[src/rtl/amiga_daug_pkg.sv]
// Shared types and address-decode helpers for the A1000-style daughterboard controller.
// Region decode is purely combinational; the controller classifies each cycle exactly once.
package amiga_daug_pkg;

    typedef enum logic [1:0] {REG_NONE, REG_BOOT, REG_LOCK, REG_WOM} region_t;

    typedef enum logic [2:0] {ST_IDLE, ST_DECODE, ST_WAIT, ST_ACK, ST_TERM} state_t;

    localparam int REGION_LG2   = 18;
    localparam int REGION_COUNT = 1 << (24 - REGION_LG2);

    // Overlay image occupies the bottom 2^lg2 bytes when OVL is set.
    function automatic logic in_overlay(input logic [22:0] a, input int ovl_lg2);
        return (({a, 1'b0} >> ovl_lg2) == 24'd0);
    endfunction

    // WOM window is the top `banks` 256KB regions, ending at $FFFFFF.
    function automatic logic in_wom(input logic [5:0] idx, input int banks);
        return (idx >= 6'(REGION_COUNT - banks));
    endfunction

    function automatic logic [1:0] wom_bank(input logic [1:0] bank_bits, input int banks);
        return bank_bits & 2'(banks - 1);
    endfunction

    function automatic region_t decode_region(input logic [22:0] a, input logic ovl,
                                              input int ovl_lg2, input logic [5:0] lock_idx,
                                              input int banks);
        if (ovl && in_overlay(a, ovl_lg2)) return REG_BOOT;
        if (a[22:17] == lock_idx)           return REG_LOCK;
        if (in_wom(a[22:17], banks))        return REG_WOM;
        return REG_NONE;
    endfunction

endpackage

[src/rtl/amiga_bus_sync.sv]
// Two-flop synchroniser for the asynchronous 68000 bus strobes.
// Resets to all-ones so negated active-low strobes are seen during and after reset.
module amiga_bus_sync #(
    parameter int WIDTH = 1
) (
    input  logic             clk,
    input  logic             rst_n,
    input  logic [WIDTH-1:0] d,
    output logic [WIDTH-1:0] q
);

    logic [WIDTH-1:0] meta;

    always_ff @(posedge clk or negedge rst_n) begin
        if (!rst_n) begin
            meta <= '1;
            q    <= '1;
        end else begin
            meta <= d;
            q    <= meta;
        end
    end

endmodule

[src/rtl/amiga_daug_wom_ctrl.sv]
// Boot ROM / writable-once Kickstart memory bus slave with programmable-wait DTACK and write lock.
//   state  | meaning
//   IDLE   | no cycle; waiting for synced _AS low
//   DECODE | classify region once, latch selects and load wait counter
//   WAIT   | countdown, frozen while xrdy is low
//   ACK    | first DTACK cycle; lock write takes effect here
//   TERM   | DTACK held (silent if unmapped) until synced _AS negates
module amiga_daug_wom_ctrl
    import amiga_daug_pkg::*;
#(
    parameter int          WOM_BANKS    = 2,
    parameter int          WAIT_STATES  = 2,
    parameter logic [23:0] LOCK_BASE    = 24'hF40000,
    parameter int          OVL_SIZE_LG2 = 18
) (
    input  logic                 clk,
    input  logic                 rst_n,
    input  logic [22:0]          a,
    input  logic                 as_n,
    input  logic                 uds_n,
    input  logic                 lds_n,
    input  logic                 prw,
    input  logic                 ovl,
    input  logic                 ovr_n,
    input  logic                 xrdy,
    output logic                 dtack_n,
    output logic                 dtack_oe,
    output logic                 rome_n,
    output logic [WOM_BANKS-1:0] wom_cs_n,
    output logic [1:0]           wom_we_n,
    output logic                 wom_oe_n,
    output logic                 wom_locked
);

    if (!(WOM_BANKS == 1 || WOM_BANKS == 2 || WOM_BANKS == 4)) begin : g_bad_banks
        $error("WOM_BANKS must be 1, 2 or 4");
    end
    if (WAIT_STATES < 0 || WAIT_STATES > 15) begin : g_bad_wait
        $error("WAIT_STATES must be 0..15");
    end
    if (LOCK_BASE[17:0] != 18'd0) begin : g_bad_lock_align
        $error("LOCK_BASE must be 256KB aligned");
    end
    if (in_wom(LOCK_BASE[23:18], WOM_BANKS)) begin : g_bad_lock_overlap
        $error("LOCK_BASE lies inside the WOM window");
    end

    logic [2:0] sync_q;
    logic       as_s, uds_s, lds_s;

    amiga_bus_sync #(.WIDTH(3)) u_sync (
        .clk   (clk),
        .rst_n (rst_n),
        .d     ({as_n, uds_n, lds_n}),
        .q     (sync_q)
    );
    assign {as_s, uds_s, lds_s} = sync_q;

    state_t     state, state_nx;
    region_t    decoded, sel_region;
    logic [3:0] cnt;
    logic       sel_write, sel_locked, locked, dtack_rel;
    logic [1:0] sel_lanes, sel_bank;

    assign decoded = ovr_n ? decode_region(a, ovl, OVL_SIZE_LG2, LOCK_BASE[23:18], WOM_BANKS)
                           : REG_NONE;

    always_ff @(posedge clk or negedge rst_n) begin
        if (!rst_n) state <= ST_IDLE;
        else        state <= state_nx;
    end

    always_comb begin
        state_nx = state;
        case (state)
            ST_IDLE:   if (!as_s) state_nx = ST_DECODE;
            ST_DECODE: begin
                if (as_s)                    state_nx = ST_IDLE;
                else if (decoded == REG_NONE) state_nx = ST_TERM;
                else                         state_nx = ST_WAIT;
            end
            ST_WAIT: begin
                if (as_s)                         state_nx = ST_IDLE;
                else if (xrdy && cnt == 4'd0)     state_nx = ST_ACK;
            end
            ST_ACK:    state_nx = ST_TERM;
            ST_TERM:   if (as_s) state_nx = ST_IDLE;
            default:   state_nx = ST_IDLE;
        endcase
    end

    always_ff @(posedge clk or negedge rst_n) begin
        if (!rst_n) begin
            cnt        <= 4'd0;
            sel_region <= REG_NONE;
            sel_write  <= 1'b0;
            sel_lanes  <= 2'b11;
            sel_bank   <= 2'd0;
            sel_locked <= 1'b0;
            locked     <= 1'b0;
            dtack_rel  <= 1'b0;
        end else begin
            if (state == ST_DECODE) begin
                cnt        <= 4'(WAIT_STATES);
                sel_region <= decoded;
                sel_write  <= !prw;
                sel_lanes  <= {uds_s, lds_s};
                sel_bank   <= wom_bank(a[18:17], WOM_BANKS);
                sel_locked <= locked;
            end else if (state == ST_WAIT && xrdy && cnt != 4'd0) begin
                cnt <= cnt - 4'd1;
            end
            if (state == ST_WAIT && state_nx == ST_ACK && sel_region == REG_LOCK && sel_write)
                locked <= 1'b1;
            // One cycle of driven-high DTACK before releasing the open-drain pin.
            dtack_rel <= (state == ST_TERM) && as_s && (sel_region != REG_NONE);
        end
    end

    logic active, we_win, lanes_any, cs_en;

    always_comb begin
        active    = (state == ST_WAIT) || (state == ST_ACK) || (state == ST_TERM);
        we_win    = (state == ST_WAIT) || (state == ST_ACK);
        lanes_any = (sel_lanes != 2'b11);
        cs_en     = 1'b0;
        rome_n    = 1'b1;
        wom_we_n  = 2'b11;
        wom_oe_n  = 1'b1;
        dtack_n   = 1'b1;
        dtack_oe  = dtack_rel;
        wom_cs_n  = '1;
        if (active && lanes_any) begin
            case (sel_region)
                REG_BOOT: if (!sel_write) rome_n = 1'b0;
                REG_WOM: begin
                    if (!sel_write && !sel_locked) begin
                        rome_n = 1'b0;
                    end else if (!sel_write) begin
                        cs_en    = 1'b1;
                        wom_oe_n = 1'b0;
                    end else if (!sel_locked && we_win) begin
                        cs_en    = 1'b1;
                        wom_we_n = sel_lanes;
                    end
                end
                default: ;
            endcase
        end
        for (int i = 0; i < WOM_BANKS; i++) begin
            if (cs_en && sel_bank == i[1:0]) wom_cs_n[i] = 1'b0;
        end
        if (state == ST_ACK || (state == ST_TERM && sel_region != REG_NONE)) begin
            dtack_n  = 1'b0;
            dtack_oe = 1'b1;
        end
    end

    assign wom_locked = locked;

    a_one_select: assert property (@(posedge clk) disable iff (!rst_n)
        $onehot0({~rome_n, ~wom_cs_n}));

endmodule
[config.mk]
export PLATFORM = sky130hd
export DESIGN_NAME = amiga_daug_wom_ctrl
export DESIGN_NICKNAME = d
export VERILOG_FILES = /design/src/rtl/amiga_daug_pkg.sv /design/src/rtl/amiga_bus_sync.sv /design/src/rtl/amiga_daug_wom_ctrl.sv
export SDC_FILE = /design/constraint.sdc
export NUM_CORES = 1
export LEC_CHECK = 0
export BUFFER_PORTS_ARGS = -buffer_cell sky130_fd_sc_hd__buf_2
export CORE_MARGIN = 2
export CORE_UTILIZATION = 43
export CTS_CLUSTER_SIZE = 10
export DETAILED_ROUTE_END_ITERATION = 10
export PLACE_DENSITY_LB_ADDON = 0.2
export REMOVE_ABC_BUFFERS = 1
export SLEW_MARGIN = 20
export SYNTH_ARGS = -nofsm -noshare
export SYNTH_HDL_FRONTEND = slang
export SYNTH_HIERARCHICAL = 1
export SYNTH_SLANG_ARGS = --single-unit
[constraint.sdc]
create_clock -name clk -period 1.6 [get_ports clk]
set_input_delay 0 -clock clk [delete_from_list [all_inputs] [get_ports clk]]
set_output_delay 0 -clock clk [all_outputs]
set_load 0.005 [all_outputs]
Word level (Yosys, flattened, before mapping)
Cells that the tools add are included.
Cells by class
  order comparisons: 1
  add/sub/neg operators: 1
  equal/unequal tests: 10
  mux-type cells: 43
  reductions and logical operators: 29
Operators by type and width (count)
  24-bit logical NOT: 1
  2-bit two-way mux: 12
  1-bit two-way mux: 21
  3-bit two-way mux: 6
  1-bit logical AND: 15
  3-bit one-hot mux with 5 select lines: 1
  3-bit by 2-bit equality test with 1-bit output, second input constant: 3
  4-bit two-way mux: 2
  6-bit equality test, second input constant: 1
  6-bit greater-or-equal comparator, second input constant: 1
  2-bit equality test, second input constant: 2
  2-bit logical NOT: 2
  4-bit logical NOT: 1
  2-bit nonzero test: 2
  4-bit nonzero test: 1
  4-bit by 1-bit subtractor with 4-bit output, second input constant: 1
  3-bit by 1-bit equality test with 1-bit output, second input constant: 1
  3-bit equality test, second input constant: 1
  1-bit logical NOT: 3
  3-bit logical NOT: 1
  1-bit logical OR: 3
  2-bit by 1-bit equality test with 1-bit output, second input constant: 1
  2-bit != test, second input constant: 1
  1-bit one-hot mux with 2 select lines: 1
Storage, ports and cells
  output and inout port bits: 9
  register bits after elaboration: 22
  word-level logic and storage cells: 95

Logic depth before layout (Yosys ltp)
  depth after elaboration: 18
  mapped depth: 6

Cells and area by module
Netlist, hierarchy kept.
By module, submodules not included
  amiga_daug_wom_ctrl: instances 1, seq. area each 402.9 um2, cells an instance 98, area each 922.1 um2
  amiga_bus_sync: instances 1, seq. area each 157.7 um2, cells an instance 6, area each 157.7 um2

Least setup slack after synthesis
Ideal clock, no wire load.
  path type: register -> register
  start point: register cnt[0]
  end point: register cnt[3]
  arrival time: 1.295 ns
  stages on the path, launching flop included: 7
  slack: 0.180 ns
  buffers on the path: 0
  period minus slack after synthesis: 1.420 ns
  cell sequence: dfrtp_1 > inv_1 > ha_1 > nor3b_2 > nor4b_4 > nand2_1 > mux2i_1
On the way
  longest elaborated chain between the ends: 3
  elaborated cells on any way between the ends: 6
RTL lines
  start, declared: line amiga_daug_wom_ctrl.sv:61  | logic [3:0] cnt;
  start signal, assigned: line amiga_daug_wom_ctrl.sv:104  | cnt <= 4'(WAIT_STATES);
  start signal, assigned: line amiga_daug_wom_ctrl.sv:111  | cnt <= cnt - 4'd1;
  4-bit by 1-bit subtractor with 4-bit output or 4-bit nonzero test (tied branches): line amiga_daug_wom_ctrl.sv:111, amiga_daug_wom_ctrl.sv:110
  4-bit two-way mux or 1-bit logical AND (tied branches): line amiga_daug_wom_ctrl.sv:110  | end else if (state == ST_WAIT && xrdy && cnt != 4'd0) begin
  4-bit two-way mux or 2-bit nonzero test (tied branches)
Several ways; a longest one is shown, not always the timed one. The select of a mux whose other input is x is not followed.
A chain may end at the register's enable or synchronous reset.

Worst setup path after layout
  start point: register state[1]
  end point: output port wom_cs_n[1]
On the way
  longest elaborated chain between the ends: 10
  elaborated cells on any way between the ends: 14
RTL lines
  start, declared: line amiga_daug_wom_ctrl.sv:59  | state_t state, state_nx;
  start signal, assigned: line amiga_daug_wom_ctrl.sv:70  | else state <= state_nx;
  3-bit by 2-bit equality test with 1-bit output: line amiga_daug_wom_ctrl.sv:123, amiga_daug_wom_ctrl.sv:124
  1-bit logical OR: line amiga_daug_wom_ctrl.sv:123, amiga_daug_wom_ctrl.sv:124
  1-bit logical AND: line amiga_daug_wom_ctrl.sv:142  | end else if (!sel_locked && we_win) begin
  1-bit two-way mux: line amiga_daug_wom_ctrl.sv:142
  1-bit two-way mux: line amiga_daug_wom_ctrl.sv:139  | end else if (!sel_write) begin
  1-bit two-way mux: line amiga_daug_wom_ctrl.sv:137  | if (!sel_write && !sel_locked) begin
  1-bit two-way mux: line amiga_daug_wom_ctrl.sv:134  | case (sel_region)
  1-bit two-way mux (*): line amiga_daug_wom_ctrl.sv:133  | if (active && lanes_any) begin
  1-bit logical AND (*): line amiga_daug_wom_ctrl.sv:151  | if (cs_en && sel_bank == i[1:0]) wom_cs_n[i] = 1'b0;
  1-bit two-way mux (*): line amiga_daug_wom_ctrl.sv:151
  end, declared: line amiga_daug_wom_ctrl.sv:29  | output logic [WOM_BANKS-1:0] wom_cs_n,
Every way passes the cells marked *; elsewhere a longest branch is shown, timed or not.

==> flow_summary.json <==
{
  "n_antenna_cell": 0,
  "antenna_found_initial": 0,
  "clock_skew_ns": 0.00729,
  "cts_root_buf": "clkbuf_4",
  "core_mm2": 0.00243,
  "use_met3_pct": 1.67,
  "synth.top_cell.area_share_pct": 32.4,
  "hold_violations": 0,
  "max-cap-violations": 0,
  "syn-instance-count": 104,
  "startpoint_type": "register",
  "synthToLayoutAreaGrowth_pct": 37.9,
  "synth.avg_cell_area_um2": 10.4,
  "grt_pass1_vias": 868,
  "synth_edf_count": 0,
  "worstPathArrival_ns": 1.54,
  "clock_latency_ns": 0.30,
  "ys_top_cells_by_count": "nand2_1, dfrtp_1, dfstp_2, nand2b_1, nor2_1",
  "synth_warnings": 6,
  "layout.nets": 180,
  "finalCritPeriodShare_pct": 96.4,
  "row_count": 18,
  "placed_cells": 156,
  "gp_congestion": 0.762,
  "hold_class": "input port to register",
  "min_period_ns": 1.54,
  "synthArstFlopShare_pct": 100,
  "numCtsBuffers": 3,
  "cts.sinks": 22,
  "synthMostInstantiatedCell": "nand2_1",
  "crit_path_end_kind": "output port",
  "wl_per_cell_um": 13.9,
  "drive_gt1_share_pct": 39.7,
  "drt_iter0_markers": 12,
  "final_cells": 176,
  "vias": 912,
  "yosysUniqueCellTypes": 41,
  "final_core_util_pct": 61.2,
  "maxSlewViolCount": 0,
  "ys_ff_latch": 22,
  "cts_buffer_depth": 2,
  "rsz0062_at_grt": "true",
  "status": "complete, no violations",
  "path_max_fanout": 4,
  "via_per_inst": 5.18,
  "p_leak_nw": 0.633,
  "post-synth-top-area-cell": "dfrtp_1",
  "drtAntennaViolNets": 0,
  "dieHeight_um": 54.1,
  "io_pins": 41,
  "initial_core_util_pct": 44.4,
  "grt_pass1_wl_um": 3970,
  "overflow": 0,
  "numPortBuffers": 23,
  "hpwl_um": 1590,
  "worstSetupPathType": "register to output port",
  "clkTransAtPathRegs_ns": 0.11,
  "routed_wl_um": 2450,
  "dieArea_mm2": 0.00293,
  "h-tree-depth": 1,
  "setup_viol": 0,
  "ys_top_cells_by_area": "dfrtp_1, dfstp_2, nand2_1, nand2b_1, nor4b_4",
  "worst_pin_slew_ns": 0.480,
  "grt.total_usage_pct": 19.4,
  "die_width_um": 54.1,
  "dr.pass1.iters": 4,
  "max_slew_margin_pct": 68.0,
  "grt.met2_usage_pct": 32.3,
  "ir_worst_vdd_v": 0.000817,
  "ys.flop_type": "dfrtp_1",
  "cts_tree": "yes",
  "ys_seq_area_share_pct": 51.9,
  "max_freq_mhz": 648,
  "required_ns": 1.60,
  "powerDensity_mw_per_mm2": 938,
  "grt-busiest-layer": "met2",
  "drc": 0,
  "grt_start_max_net_pins": 23,
  "use_met1_pct": 26.3,
  "syn_area_mm2": 0.00108
}
## timing repair
action / CTS / global route
hold endpoints to repair: 30 / 0
setup buffers: 5 / 0
resized for setup: 5 / 11
hold buffers: 11 / 0
pin swaps: 2 / 5
setup endpoints to repair: 7 / 8
## cell families after synthesis
| group | Yosys count | synth area share [%] |
|---|---|---|
| DFF | 22 | 51.9 |
| buffers and inverters | 6 | 2.55 |
| xor gates and xnor gates | 2 | 1.62 |
| AOI/OAI and AO/OA | 16 | 10.9 |
| and+or+nand+nor | 55 | 30.0 |
| muxes | 2 | 1.85 |
| adders and majority gates | 1 | 1.16 |
## sequential cells by signal, summed over array words and instances, names as in the netlist
name and count:
dtack_rel 1, sel_locked 1, u_sync/meta 3, state 3, sel_bank 1, sel_lanes 2
sel_write 1, u_sync/q 3, sel_region 2, cnt 4, wom_locked 1
## routing by layer
layer	wire length [µm]	vias to the layer above
met4	20	0
met3	46	2
met5	0	-
met2	1250	11
met1	1130	444
li1	-	455
## where the power goes
| part | leakage, nW | internal (mW) | switching (mW) |
|---|---|---|---|
| logic | 0.348 | 0.138 | 0.137 |
| registers | 0.258 | 0.639 | 0.0669 |
| clock network | 0.0279 | 0.253 | 0.163 |
| total | 0.633 | 1.03 | 0.367 |
## worst max-delay path: stages (launching register included)
cell and delay [ns]:
dfrtp_2 0.43, nand2b_4 0.14, or2_4 0.28, o22ai_4 0.16
nand4_1 0.10, buf_2 0.14
## cells in the final DEF, fill, tap and decap left out, drive strengths merged, types with 3 or more instances in the layout
master       count
inv              3
nor3b            3
dlygate4sd3     11
nand2           23
clkbuf           3
o21ai            3
a21oi            3
dfrtp           14
dfstp            8
buf             30
nand2b           6
nor2             5
## path summary, 6_finish.rpt
kind | from | endpoint | depth (start not counted) | slack [ns]
worst max-delay path | state[1]$_DFF_PN0_ | wom_cs_n[1] | 5 | 0.06
max in group asynchronous | rst_n | sel_region[1]$_DFFE_PN0P_ | 2 | 1.04
worst min register to register | u_sync/meta[0]$_DFF_PN1_ | u_sync/q[0]$_DFF_PN1_ | 0 | 0.36
min in group asynchronous | rst_n | sel_write$_DFFE_PN0P_ | 2 | 0.19
worst max register to register | cnt[0]$_DFFE_PN0P_ | cnt[3]$_DFFE_PN0P_ | 6 | 0.09
worst min-delay path | a[21] | sel_region[1]$_DFFE_PN0P_ | 3 | 0.04
## metrics by stage
step	TNS (ns)	hold WS (ns)	worst slack [ns]	cell area [µm²]	power, mW
2_1_floorplan	0	-0.296	0.180	1060	0.821
3_3_place_gp	0	-0.0218	0.0962	1230	0.899
3_5_place_dp	0	-0.0183	0.0673	1230	0.908
4_1_cts	0	0.0179	0.0131	1440	1.38
5_1_grt	-0.0475	0.0304	-0.0215	1490	1.48
6_report	0	0.0395	0.0573	1490	1.40
## layout make-up
| type | instances | area [µm²] |
|---|---|---|
| timing repair buffer | 41 | 278 |
| clock inverter | 1 | 30.0 |
| fill | 196 | 943 |
| inverter | 3 | 11.3 |
| sequential | 22 | 563 |
| tap | 30 | 37.5 |
| multi-input combinational | 76 | 547 |
| clock buffer | 3 | 22.5 |
(Power assumes the default switching activity.)
